[src/rtl/xdma_finish_sender.sv]
// xdma_finish_sender: queues "finish to previous hop" requests and sends each one as a
// single-beat write on the inter-cluster finish link. The head entry is held until its
// write response returns. Error responses are retried up to MaxRetry times, after which
// the entry is dropped.
// Optional feature macro: XDMA_FINISH_SENDER_STATS_EN adds sent_cnt_o and drop_o.
module xdma_finish_sender #(
    parameter type         id_t     = logic,
    parameter type         addr_t   = logic,
    parameter type         data_t   = logic,
    parameter int unsigned Depth    = 4,
    parameter int unsigned MaxRetry = 3
) (
    input  logic                       clk_i,
    input  logic                       rst_ni,
    input  logic                       finish_valid_i,
    output logic                       finish_ready_o,
    input  id_t                        finish_dma_id_i,
    input  addr_t                      finish_remote_addr_i,
    output logic                       tx_valid_o,
    input  logic                       tx_ready_i,
    output addr_t                      tx_addr_o,
    output data_t                      tx_data_o,
    input  logic                       tx_resp_valid_i,
    input  logic                       tx_resp_err_i,
    output logic                       tx_resp_ready_o,
    output logic                       busy_o,
    output logic [$clog2(Depth+1)-1:0] pending_o
`ifdef XDMA_FINISH_SENDER_STATS_EN
    ,
    output logic [31:0]                sent_cnt_o,
    output logic                       drop_o
`endif
);

    localparam int unsigned CntW   = $clog2(Depth + 1);
    localparam int unsigned PtrW   = (Depth > 1) ? $clog2(Depth) : 1;
    localparam int unsigned RetryW = $clog2(MaxRetry + 1);

    typedef enum logic [1:0] {StIdle, StIssue, StWaitResp} state_e;

    state_e            state_q, state_d;
    id_t               id_mem_q   [Depth];
    addr_t             addr_mem_q [Depth];
    logic [PtrW-1:0]   rd_ptr_q, wr_ptr_q;
    logic [CntW-1:0]   count_q;
    logic [RetryW-1:0] retry_q, retry_d;
    logic              push, pop, full, empty;

    // Pointers wrap explicitly so non-power-of-two depths work.
    function automatic logic [PtrW-1:0] ptr_inc(input logic [PtrW-1:0] ptr);
        return (ptr == PtrW'(Depth - 1)) ? '0 : ptr + PtrW'(1);
    endfunction

    // Ready comes from registered occupancy only; a same-cycle pop does not free a slot.
    assign full           = (count_q == CntW'(Depth));
    assign empty          = (count_q == '0);
    assign finish_ready_o = ~full;
    assign push           = finish_valid_i & ~full;

    // Request storage; contents are only observed after a push, so no reset is needed.
    always_ff @(posedge clk_i) begin
        if (push) begin
            id_mem_q[wr_ptr_q]   <= finish_dma_id_i;
            addr_mem_q[wr_ptr_q] <= finish_remote_addr_i;
        end
    end

    // FIFO pointers and occupancy.
    always_ff @(posedge clk_i or negedge rst_ni) begin
        if (!rst_ni) begin
            rd_ptr_q <= '0;
            wr_ptr_q <= '0;
            count_q  <= '0;
        end else begin
            if (push) wr_ptr_q <= ptr_inc(wr_ptr_q);
            if (pop)  rd_ptr_q <= ptr_inc(rd_ptr_q);
            if (push && !pop) begin
                count_q <= count_q + CntW'(1);
            end else if (!push && pop) begin
                count_q <= count_q - CntW'(1);
            end
        end
    end

    // FSM state and retry count registers.
    always_ff @(posedge clk_i or negedge rst_ni) begin
        if (!rst_ni) begin
            state_q <= StIdle;
            retry_q <= '0;
        end else begin
            state_q <= state_d;
            retry_q <= retry_d;
        end
    end

    // Next-state logic: one beat in flight, pop only on the final response for the head.
    always_comb begin
        state_d         = state_q;
        retry_d         = retry_q;
        pop             = 1'b0;
        tx_valid_o      = 1'b0;
        tx_resp_ready_o = 1'b0;
        case (state_q)
            StIdle: begin
                if (!empty) state_d = StIssue;
            end
            StIssue: begin
                tx_valid_o = 1'b1;
                if (tx_ready_i) state_d = StWaitResp;
            end
            StWaitResp: begin
                tx_resp_ready_o = 1'b1;
                if (tx_resp_valid_i) begin
                    if (!tx_resp_err_i || (retry_q == RetryW'(MaxRetry))) begin
                        pop     = 1'b1;
                        retry_d = '0;
                        state_d = StIdle;
                    end else begin
                        retry_d = retry_q + RetryW'(1);
                        state_d = StIssue;
                    end
                end
            end
            default: state_d = StIdle;
        endcase
    end

    // Beat payload is forced to zero whenever no beat is offered.
    assign tx_addr_o = tx_valid_o ? addr_mem_q[rd_ptr_q] : '0;
    assign tx_data_o = tx_valid_o ? data_t'(id_mem_q[rd_ptr_q]) : '0;
    assign busy_o    = (state_q != StIdle) | ~empty;
    assign pending_o = count_q;

`ifdef XDMA_FINISH_SENDER_STATS_EN
    logic [31:0] sent_cnt_q;
    logic        drop_q;

    // Success counter wraps naturally; drop flag is sticky until reset.
    always_ff @(posedge clk_i or negedge rst_ni) begin
        if (!rst_ni) begin
            sent_cnt_q <= '0;
            drop_q     <= 1'b0;
        end else begin
            if (pop && !tx_resp_err_i) sent_cnt_q <= sent_cnt_q + 32'd1;
            if (pop && tx_resp_err_i)  drop_q     <= 1'b1;
        end
    end

    assign sent_cnt_o = sent_cnt_q;
    assign drop_o     = drop_q;
`endif

endmodule

[config.mk]
export PLATFORM = sky130hd
export DESIGN_NAME = xdma_finish_sender
export DESIGN_NICKNAME = d
export VERILOG_FILES = /design/src/rtl/xdma_finish_sender.sv
export SDC_FILE = /design/constraint.sdc
export NUM_CORES = 1
export LEC_CHECK = 0
export BUFFER_PORTS_ARGS = -buffer_cell sky130_fd_sc_hd__buf_4
export CAP_MARGIN = 5
export CORE_MARGIN = 2
export CORE_UTILIZATION = 34
export DETAILED_ROUTE_END_ITERATION = 12
export PLACE_DENSITY = 0.52
export SLEW_MARGIN = 25
export SYNTH_ARGS = -nofsm -noshare
export SYNTH_HDL_FRONTEND = slang
export SYNTH_SLANG_ARGS = --single-unit
[constraint.sdc]
create_clock -name clk_i -period 3.8 [get_ports clk_i]
set_input_delay 0.19 -clock clk_i [delete_from_list [all_inputs] [get_ports clk_i]]
set_output_delay 0.19 -clock clk_i [all_outputs]
set_load 0.02 [all_outputs]
== After elaboration in Yosys (flattened, before gate mapping) ==
Memories as Yosys holds them, arrays and structs flattened.
Cells that the tools add are included.
Widths: inputs -> output; s select.

* Register bits after elaboration: 11
* RAM bits: 8
* Output and inout port bits: 9
* Word-level logic and storage cells: 56
* Memories: 2

{| class="wikitable"
|+ Memory list
! name !! words !! width !! rd ports !! clocked after memory_dff !! write ports !! RTL line !! text
|-
| addr_mem_q || 4 || 1 || 1 || 0 || 1 || 43 || <nowiki>addr_t addr_mem_q [Depth];</nowiki>
|-
| id_mem_q || 4 || 1 || 1 || 0 || 1 || 42 || <nowiki>id_t id_mem_q [Depth];</nowiki>
|}

* Add/sub/neg operators: 5
* Eq/ne operators: 9
* Multiplexer cells: 19
* Bitwise gates (word level): 4
* Reduce and logical (&&, ||, !) cells: 12

{| class="wikitable"
|+ Operator list
! kind !! number
|-
| $mux 2 || 6
|-
| $mux 1 || 10
|-
| $eq 2x2->1 const B || 4
|-
| $add 2x1->2 const B || 3
|-
| $mux 3 || 2
|-
| $ne 2x2->1 const B || 3
|-
| $pmux 2 s3 || 1
|-
| $reduce_bool 2->1 || 2
|-
| $add 3x1->3 const B || 1
|-
| $eq 3x3->1 const B || 1
|-
| $logic_not 1->1 || 3
|-
| $logic_not 3->1 || 1
|-
| $reduce_and 3->1 || 1
|-
| $sub 3x1->3 const B || 1
|-
| $eq 2x1->1 const B || 1
|-
| $logic_and 1x1->1 || 2
|-
| $logic_not 2->1 || 1
|-
| $not 1->1 || 2
|-
| $reduce_and 2->1 || 1
|-
| $and 1x1->1 || 1
|-
| $logic_or 1x1->1 || 1
|-
| $or 1x1->1 || 1
|}

== Logic depth before layout (Yosys ltp) ==
Gate-level depths: netlist of the first run.

* Word-level depth: 8
* Gate-level depth with buffers: 10
* Depth with buffers taken out: 10

== Least setup slack after synthesis of the first run ==
OpenSTA, ideal clock, no wires.

* Path kind: reg-to-reg
* Start: register retry_q[0]
* End: register count_q[2], in the netlist pending_o[2]
* Library setup time: 80 ps
* Data arrival time: 1861 ps
* Slack: 1859 ps
* Stages on the path, launching flop included: 11
* Period minus slack after synthesis: 1941 ps
* Path through: dfrtp_1 > ha_1 > nor2b_1 > nor2_2 > inv_1 > ha_1 > inv_1 > fa_1 > xor2_1 > nor2_1 > xor2_1

* Cells in the longest elaborated chain, start to end: 8
* Elaborated cells on any way between the ends: 10
* Classes of those cells: 1 x eq/ne; 4 x mux; 5 x reduce/logical

{| class="wikitable"
|+ RTL lines
! what !! RTL line !! text
|-
| from (decl) || 46 || <nowiki>logic [RetryW-1:0] retry_q, retry_d;</nowiki>
|-
| from (signal assigned) || 92 || <nowiki>retry_q <= retry_d;</nowiki>
|-
| $eq 2x2->1 * || 114 || <nowiki>if (!tx_resp_err_i || (retry_q == RetryW'(MaxRetry))) begin</nowiki>
|-
| $logic_or 1x1->1 * || 114 ||
|-
| $mux 1 * || 114 ||
|-
| $mux 1 * || 113 || <nowiki>if (tx_resp_valid_i) begin</nowiki>
|-
| $mux 1 * || 103 || <nowiki>case (state_q)</nowiki>
|-
| $logic_not 1->1 || 77 || <nowiki>if (push && !pop) begin</nowiki>
|-
| $logic_and 1x1->1 || 77 ||
|-
| $mux 3 / $reduce_bool 2->1 (equally long branches) || n/a ||
|-
| to (signal assigned) || 78 || <nowiki>count_q <= count_q + CntW'(1);</nowiki>
|-
| to (signal assigned) || 80 || <nowiki>count_q <= count_q - CntW'(1);</nowiki>
|-
| to (decl) || 45 || <nowiki>logic [CntW-1:0] count_q;</nowiki>
|}

Every way passes the cells marked *; elsewhere a longest branch is shown, timed or not.
A chain may end at the register's enable or synchronous reset.

== Worst setup path in the final report of the first run ==
Ends and elaborated chain as after synthesis.

==> impl_metrics.json, run 1 <==
{
  "synth_top_area_share": 0.2876,
  "fin_ws_ps": 1703,
  "clock-root-buffer": "clkbuf_4",
  "synthMuxAreaShare": 0.1137,
  "htreeDepth": 1,
  "clk_pin_slew_worst_paths_ps": 110,
  "cts_tree": "done",
  "place_hpwl_um": 1096,
  "synth-xor-area-share": 0.02745,
  "firstDrtPassIters": 3,
  "cts_max_path_buffers": 2,
  "outcome": "completed",
  "die_h_um": 57.06,
  "grt_pass1_wl_um": 2256,
  "synth_area_per_cell_sq_um": 13.48,
  "ys_ff_latch": 19,
  "drc": 0,
  "yosys_warnings": 0,
  "path_max_fanout": 4,
  "cpLargestDelayFamily": "adder cells",
  "syn_inst": 71,
  "antenna_found_initial": 0,
  "synth_area_sq_um": 957.2,
  "crit_path_cell_trace": "ha_1 > nor2b_1 > nor2_2 > inv_1 > ha_1 > inv_1 > fa_1 > xor2_1 > nor2_1 > xor2_1",
  "core_sq_um": 2710,
  "r2r_cells": 10,
  "placementRows": 19,
  "cp-end-kind": "flop",
  "synth_area_leaders": "dfrtp_1 29%, edfxtp_1 25%, ha_1 9.2%",
  "clock-sinks": 19,
  "synth_top_family_by_area": "simple AND/OR/NAND/NOR gates",
  "cts_buffers": 3,
  "yosysTopAreaCell": "dfrtp_1",
  "wire_per_inst_um": 11.39,
  "cpPeakStageDelay_ps": 410,
  "rsz0062_at_grt": "no",
  "seq_area_frac_synth": 0.5386,
  "tightestPinTransition_ps": 368.8,
  "dieArea_sq_um": 3256,
  "initial_utilization": 0.3532,
  "pin_count": 17,
  "period_minus_slack_ps": 2097,
  "hold_ws_ps": 92.55,
  "grt_pass1_vias": 527,
  "fin_worst_skew_ps": 10.92,
  "power_density_nw_per_um2": 726.6,
  "synth_adder_area_share": 0.1124,
  "final_max_slew_viol_count": 0,
  "drv_cap": 0,
  "dr_total_vias": 559,
  "totalWireLength_um": 1401,
  "cp.required_ps": 4020,
  "leakagePower_nw": 0.5079,
  "critical_path_depth": 10,
  "post-cts-setup-buffers": 0,
  "fin_util": 0.4252,
  "syn2layout_area_growth_pct": 20.39,
  "gr-usage-all-layers": 0.09278,
  "grt-ovfl-total": 0,
  "setup_tns_ps": 0,
  "clock.fmax_mhz": 476.8,
  "timing_hold_violations_final": 0,
  "dr.first_iter.drc_count": 8,
  "syn_nets": 87,
  "peakVddDrop_mv": 0.3685,
  "whs_path_depth": 1,
  "grt_max_degree": 12,
  "layout.nets": 109,
  "die_w_um": 57.06,
  "vias_per_cell": 4.545,
  "ys_types": 23,
  "synth_compound_area_frac": 0.05490,
  "max_slew_margin": 0.7518,
  "critical_path_arrival_ps": 2320,
  "setup_viol": 0,
  "startpoint_type": "flop",
  "drive_gt1_frac": 0.2500,
  "hp-class": "input pin to flop",
  "path_buf_inv": 2,
  "synth_simple_gate_area_frac": 0.1333,
  "ant_nets": 0,
  "clock_latency_ps": 290,
  "crit_type": "flop to flop",
  "antenna_cells": 0,
  "cp_slowest_cell": "dfrtp_1",
  "place_ws_ps": 1735,
  "fin_crit_sh": 0.5519,
  "place.gp.congestion": 0.7168,
  "port_buffers": 16
}
==> synthesized netlist by cell type <==
master     n
mux4_1     2
dfrtp_1   11
a22o_1     1
nor2_1     3
nand2_1    4
a21boi_0   1
o31ai_1    1
nor4_1     1
and2_1     6
fa_1       1
edfxtp_1   8
xor2_1     2
inv_1      5
o21ai_0    2
xnor2_1    1
nand2b_1   3
mux2_1     4
ha_1       7
a21boi_4   1
nor2_2     2
nand3b_1   1
nor2b_1    3
mux2_2     1
==> layout make-up <==
type | instances | area [sq um]
fillers | 273 | 1558
repair buffers | 17 | 130.1
multi-input cells | 47 | 422.9
flip-flops and latches | 19 | 515.5
well taps | 31 | 38.79
inverters | 5 | 18.77
clock buffers | 4 | 26.28
==> through the flow <==
step | area [sq um] | total power, W | cells
after floorplan | 957.2 | 0.0006192 | 71
after global placement | 1116 | 0.0007481 | 118
after detailed placement | 1116 | 0.0007519 | 118
after CTS | 1152 | 0.0008563 | 123
after global routing | 1152 | 0.0009044 | 123
final | 1152 | 0.0008373 | 123
==> logic make-up (layout without fill, tap and decap cells) <==
group	Yosys count	count (layout)
compound gates	6	6
xor+xnor	3	3
fa+ha+maj	8	8
buf+inv	5	26
flops	19	19
mux	7	7
simple gates	23	23
==> power breakdown <==
| part | internal [W] | switching [W] |
|---|---|---|
| clock | 0.0000408 | 0.0000564 |
| combinational | 0.000190 | 0.000183 |
| sequential | 0.000290 | 0.0000765 |
| total | 0.000522 | 0.000316 |
==> worst register-to-register path: stages, from the launching register on <==
cell     delay [ps]
dfrtp_1         410
ha_1            200
nor2b_1         240
nor2_2          100
inv_1            70
ha_1            170
inv_1            60
fa_1            380
xor2_1          150
nor2_1          110
xor2_1          150
==> cell usage in the layout (no fill, tap or decap), types with 3 or more instances in the layout <==
cell / count
buf_4: 16
dfrtp_1: 11
edfxtp_1: 8
ha_1: 7
and2_1: 6
inv_1: 5
nand2_1: 4
mux2_1: 4
nand2b_1: 3
nor2b_1: 3
nor2_1: 3
clkbuf_4: 3
==> timing repair <==
item / CTS / global route
resized for setup: 0 / 0
hold endpoints to repair: 11 / 0
endpoints found under the setup margin: 0 / 0
hold buffers: 1 / 0
==> layer usage <==
| metal | up-vias | track usage | part of all wire |
|---|---|---|---|
| li1 | 290 | - | - |
| met1 | 260 | 0.1108 | 0.48 |
| met2 | 7 | 0.1494 | 0.46 |
| met3 | 2 | 0.03628 | 0.044 |
| met4 | 0 | 0.03987 | 0.014 |
| met5 | - | 0 | 0 |
==> worst paths after layout <==
check	startpoint	endpoint	slack, ps
worst min register to register	retry_q[1]$_DFFE_PN0P_	retry_q[1]$_DFFE_PN0P_	500
worst max register to register	retry_q[0]$_DFFE_PN0P_	pending_o[2]$_DFFE_PN0P_	1700
min in group asynchronous	rst_ni	retry_q[1]$_DFFE_PN0P_	270
worst max-delay path	retry_q[0]$_DFFE_PN0P_	pending_o[2]$_DFFE_PN0P_	1700
worst min-delay path	finish_remote_addr_i	addr_mem_q[2]$_DFFE_PP_	90
max in group asynchronous	rst_ni	wr_ptr_q[0]$_DFFE_PN0P_	3370
==> sequential cells by signal, summed over array words and instances (netlist names) <==
| register | count |
|---|---|
| addr_mem_q | 4 |
| id_mem_q | 4 |
| pending_o | 3 |
| rd_ptr_q | 2 |
| retry_q | 2 |
| state_q | 2 |
| wr_ptr_q | 2 |
(Power assumes the default switching activity.)
==> run 2, diff against run 1 <==
--- a/config.mk
+++ b/config.mk
@@ -10,7 +10,7 @@
 export CORE_MARGIN = 2
 export CORE_UTILIZATION = 34
 export DETAILED_ROUTE_END_ITERATION = 12
-export PLACE_DENSITY = 0.52
+export PLACE_DENSITY = 0.54
 export SLEW_MARGIN = 25
 export SYNTH_ARGS = -nofsm -noshare
 export SYNTH_HDL_FRONTEND = slang
==> constraint.sdc (replaced) <==
create_clock -name clk_i -period 1.9 [get_ports clk_i]
set_input_delay 0.095 -clock clk_i [delete_from_list [all_inputs] [get_ports clk_i]]
set_output_delay 0.095 -clock clk_i [all_outputs]
set_load 0.02 [all_outputs]
==> impl_metrics.json, run 2 (same netlist as run 1, synthesis figures left out) <==
{
  "port_buffers": 16,
  "gr-usage-all-layers": 0.1120,
  "seqPwrFrac": 0.385,
  "clock.fmax_mhz": 540.9,
  "hold_end": "state_q[1]$_DFFE_PN0P_",
  "setup_viol": 0,
  "min_from": "tx_ready_i",
  "drc": 0,
  "place.gp.congestion": 0.7047,
  "cts_max_path_buffers": 2,
  "cts_buffers": 3,
  "htreeDepth": 1,
  "whs_path_depth": 2,
  "antenna_found_initial": 0,
  "crit_path_cell_trace": "ha_2 > nor2b_4 > nor2_2 > inv_1 > ha_2 > inv_2 > fa_2 > xor2_1 > nor2_1 > xor2_1",
  "grt_max_degree": 12,
  "fin_worst_skew_ps": 6.607,
  "p_switching_w": 0.0006726,
  "rsz0062_at_grt": "yes",
  "critical_path_arrival_ps": 2070,
  "place_hpwl_um": 1185,
  "path_buf_inv": 2,
  "layout.nets": 127,
  "dr_total_vias": 644,
  "cpPeakStageDelay_ps": 400,
  "nFillCells": 241,
  "leakagePower_nw": 0.5958,
  "wire_per_inst_um": 11.06,
  "period_minus_slack_ps": 1849,
  "drive_gt1_frac": 0.4182,
  "grt-ovfl-total": 0,
  "r2r_cells": 10,
  "drv_cap": 0,
  "crit_type": "flop to flop",
  "max_slew_margin": 0.7633,
  "totalWireLength_um": 1559,
  "die_w_um": 57.06,
  "timing.rr.start": "retry_q[0]$_DFFE_PN0P_",
  "power_density_nw_per_um2": 1396,
  "clock-root-buffer": "clkbuf_4",
  "setup_tns_ps": 0,
  "dieArea_sq_um": 3256,
  "post-place-cells": 126,
  "final_max_slew_viol_count": 0,
  "syn2layout_area_growth_pct": 36.86,
  "die_h_um": 57.06,
  "fin_util": 0.4834,
  "core_sq_um": 2710,
  "dr.first_iter.drc_count": 14,
  "worstReg2RegEnd": "pending_o[2]$_DFFE_PN0P_",
  "layout_commonest_cell": "buf_4",
  "p_int_w": 0.001156,
  "swShare": 0.3678,
  "peakVddDrop_mv": 0.7136,
  "place_ws_ps": -66.69,
  "path_max_fanout": 2,
  "cp.required_ps": 2130,
  "grt_pass1_vias": 693,
  "vias_per_cell": 4.567,
  "rrSetupSlack_ps": 50,
  "timing_hold_violations_final": 0,
  "cp_slowest_cell": "dfrtp_1",
  "grt_pass1_wl_um": 2780,
  "cpLargestDelayFamily": "adder cells",
  "firstDrtPassIters": 4,
  "p_clk_frac": 0.110,
  "cp-end-kind": "flop",
  "hp-class": "input pin to flop",
  "finalNonFillerCells": 141,
  "initial_utilization": 0.3532,
  "clock_latency_ps": 290,
  "pwr-share-comb": 0.505,
  "antenna_cells": 0,
  "layout_common_cells": "32 x buf_4, 10 x dfrtp_1, 8 x edfxtp_1",
  "tightestPinTransition_ps": 351.8,
  "clock-sinks": 19,
  "placementRows": 19,
  "startpoint_type": "flop",
  "fin_ws_ps": 51.26,
  "pin_count": 17,
  "outcome": "completed",
  "cts_tree": "done",
  "power_w": 0.001829,
  "fin_crit_sh": 0.9730,
  "ant_nets": 0,
  "clk_pin_slew_worst_paths_ps": 110
}
-- run 2: changes by cell type in the layout (fill, tap and decap cells not counted), moves of 2 or more --
cell	change
buf_4	+16
dlygate4sd3_1	+2
ha_1	-2
ha_2	+2
-- run 2: worst register-to-register path, delay by kind of cell (launching register included) --
| kind | cells | cell delay (ps) |
|---|---|---|
| flops | 1 | 400 |
| xor+xnor | 2 | 300 |
| simple gates | 3 | 280 |
| fa+ha+maj | 3 | 690 |
| buf+inv | 2 | 100 |
-- run 2: area by class of cell --
type / count / area (sq um) / area share
clock inverter: 1 / 5.005 / 0.003820
tap: 31 / 38.79 / 0.02961
inverter: 5 / 18.77 / 0.01433
sequential: 19 / 516.7 / 0.3945
multi-input combinational: 47 / 437.9 / 0.3343
clock buffer: 3 / 22.52 / 0.01719
timing repair buffer: 35 / 270.3 / 0.2063
-- run 2: power by group through the flow --
| stage | Clock, W | Sequential [W] | Combinational (W) |
|---|---|---|---|
| 2_1_floorplan | 0 | 0.000754 | 0.000488 |
| 3_3_place_gp | 0 | 0.000711 | 0.000850 |
| 3_5_place_dp | 0 | 0.000717 | 0.000865 |
| 4_1_cts | 0.000213 | 0.000706 | 0.000924 |
| 5_1_grt | 0.000228 | 0.000729 | 0.00103 |
| 6_report | 0.000200 | 0.000704 | 0.000924 |
-- run 2: what timing repair did --
item	4_1_cts	5_1_grt
buffers inserted	7	1
setup endpoints to repair	2	2
endpoints found under the hold margin	19	0
pin swaps	2	1
resized for setup	4	1
hold buffers	3	0
-- run 2: metrics by stage --
step	instance area (sq um)	hold WS [ps]
finish	1310	14.74
global route	1310	3.787
CTS	1297	1.889
detailed placement	1180	-57.49
global placement	1180	-55.49
floorplan	960.9	-200.6
-- run 2: how the worst max path moves through the flow --
stage,start,endpoint,cells after the start
2_1_floorplan,retry_q[0]$_DFFE_PN0P_,pending_o[2]$_DFFE_PN0P_,10
3_3_place_gp,retry_q[0]$_DFFE_PN0P_,pending_o[1]$_DFFE_PN0P_,8
3_5_place_dp,retry_q[0]$_DFFE_PN0P_,pending_o[2]$_DFFE_PN0P_,10
4_1_cts,retry_q[0]$_DFFE_PN0P_,pending_o[2]$_DFFE_PN0P_,10
5_1_grt,retry_q[0]$_DFFE_PN0P_,pending_o[2]$_DFFE_PN0P_,10
6_report,retry_q[0]$_DFFE_PN0P_,pending_o[2]$_DFFE_PN0P_,10
-- run 2: routing by layer --
| layer | global-route usage | part of all wire | up-vias |
|---|---|---|---|
| met2 | 0.2020 | 0.53 | 9 |
| met4 | 0.05980 | 0.013 | 0 |
| met3 | 0.02721 | 0.033 | 2 |
| met1 | 0.1199 | 0.43 | 305 |
| met5 | 0 | 0 | - |
| li1 | - | - | 328 |
==> run 3, diff against run 2 <==
--- a/config.mk
+++ b/config.mk
@@ -9,6 +9,7 @@
 export CAP_MARGIN = 5
 export CORE_MARGIN = 2
 export CORE_UTILIZATION = 34
+export CTS_BUF_LIST = sky130_fd_sc_hd__clkbuf_8 sky130_fd_sc_hd__clkbuf_16
 export DETAILED_ROUTE_END_ITERATION = 12
 export PLACE_DENSITY = 0.54
 export SLEW_MARGIN = 25
==> impl_metrics.json, run 3 (same netlist as run 1, synthesis figures left out) <==
{
  "hold_ws_ps": 47.16,
  "dr_total_vias": 630,
  "die_h_um": 57.06,
  "multi_input_area_sq_um": 437.9,
  "hp-class": "input pin to flop",
  "firstDrtPassIters": 4,
  "power_density_nw_per_um2": 1454,
  "cts_buffers": 3,
  "grt_max_degree": 12,
  "cts_tree": "done",
  "antenna_cells": 0,
  "dieArea_sq_um": 3256,
  "met1_usage": 0.1181,
  "register_area_sq_um": 516.7,
  "max_slew_margin": 0.7614,
  "rsz0062_at_grt": "yes",
  "place.gp.congestion": 0.7047,
  "place_ws_ps": -66.69,
  "die_w_um": 57.06,
  "placementRows": 19,
  "outcome": "completed",
  "place_hpwl_um": 1185,
  "antenna_found_initial": 0,
  "clock-sinks": 19,
  "layout.nets": 125,
  "grt_pass1_vias": 684,
  "cts_max_path_buffers": 2,
  "dr.first_iter.drc_count": 15,
  "r2r_cells": 10,
  "fin_util": 0.4829,
  "fin_worst_skew_ps": 3.074,
  "startpoint_type": "flop",
  "critical_path_arrival_ps": 2020,
  "path_max_fanout": 2,
  "totalWireLength_um": 1558,
  "clk_pin_slew_worst_paths_ps": 70,
  "wire_per_inst_um": 11.21,
  "syn2layout_area_growth_pct": 36.73,
  "worstReg2RegEnd": "pending_o[2]$_DFFE_PN0P_",
  "rrSetupSlack_ps": 60,
  "drv_cap": 0,
  "peakVddDrop_mv": 0.7938,
  "layout_commonest_cell": "buf_4",
  "cp.required_ps": 2080,
  "fin_ws_ps": 55.95,
  "gr-usage-all-layers": 0.1129,
  "clock_latency_ps": 250,
  "final_max_slew_viol_count": 0,
  "critPathLaunch": "retry_q[0]$_DFFE_PN0P_",
  "timing_hold_violations_final": 0,
  "drc": 0,
  "core_sq_um": 2710,
  "use_met3": 0.02721,
  "cp-end-kind": "flop",
  "grt_util_met2": 0.2020,
  "vias_per_cell": 4.532,
  "initial_utilization": 0.3532,
  "crit_type": "flop to flop",
  "ant_nets": 0,
  "port_buffers": 16,
  "grt_pass1_wl_um": 2773,
  "period_minus_slack_ps": 1844,
  "htreeDepth": 1,
  "grt_busiest_layer": "met2",
  "grt-ovfl-total": 0,
  "fin_crit_sh": 0.9706,
  "leakagePower_nw": 0.5952,
  "drive_gt1_frac": 0.4259,
  "pin_count": 17,
  "clock.fmax_mhz": 542.3,
  "tightestPinTransition_ps": 354.7,
  "cp-endpoint": "pending_o[2]$_DFFE_PN0P_",
  "timing.rr.start": "retry_q[0]$_DFFE_PN0P_",
  "nFillCells": 238,
  "layout_common_cells": "32 x buf_4, 10 x dfrtp_1, 8 x edfxtp_1",
  "clock-root-buffer": "clkbuf_8",
  "setup_viol": 0
}
run 3: power by group:
group / internal, W / total [W] / switching, W
registers: 0.000584 / 0.000705 / 0.000121
logic: 0.000492 / 0.000921 / 0.000429
clock network: 0.000146 / 0.000277 / 0.000131
total: 0.00122 / 0.00190 / 0.000681
run 3: worst min-delay path by stage:
stage / end / cells past startpoint / from / slack (ps)
5_1_grt: addr_mem_q[2]$_DFFE_PP_ / 1 / finish_remote_addr_i / 30
6_report: id_mem_q[2]$_DFFE_PP_ / 1 / finish_dma_id_i / 50
4_1_cts: id_mem_q[2]$_DFFE_PP_ / 1 / finish_dma_id_i / 40
3_5_place_dp: retry_q[1]$_DFFE_PN0P_ / 1 / rst_ni / -60
3_3_place_gp: rd_ptr_q[0]$_DFFE_PN0P_ / 1 / rst_ni / -60
2_1_floorplan: pending_o[0]$_DFFE_PN0P_ / 0 / rst_ni / -200
run 3: per-stage QoR:
stage               instances  total power [W]  instance area, sq um  setup TNS (ps)
global route              139         0.002059                  1309          -79.89
detailed placement        126         0.001582                  1180          -66.69
global placement          126         0.001562                  1180               0
CTS                       138         0.001917                  1296               0
finish                    139         0.001903                  1309               0
floorplan                  71         0.001242                 960.9               0
run 3: per-layer routing:
layer	vias up	routed length, um
li1	323	-
met1	296	655
met2	9	829
met3	2	53
met4	0	20
met5	-	0
run 3: critical path: stages (launching register included):
cell and delay (ps):
dfrtp_1 390, ha_2 200, nor2b_4 120, nor2_2 50, inv_1 60, ha_2 170, inv_2 40, fa_2 320
xor2_1 140, nor2_1 110, xor2_1 160
run 3: final cells by class:
type	instances	share of cell area
clock buffer	3	0.03155
clock inverter	1	0.003824
inverter	5	0.01434
multi-input combinational	47	0.3346
sequential	19	0.3948
tap	31	0.02964
timing repair buffer	33	0.1912
run 3: timing repair:
| action | 4_1_cts | 5_1_grt |
|---|---|---|
| hold buffers | 1 | 0 |
| setup endpoints to repair | 2 | 2 |
| setup buffers | 7 | 1 |
| pin swaps | 2 | 1 |
| gates resized for setup | 3 | 2 |
| hold endpoints to repair | 11 | 0 |
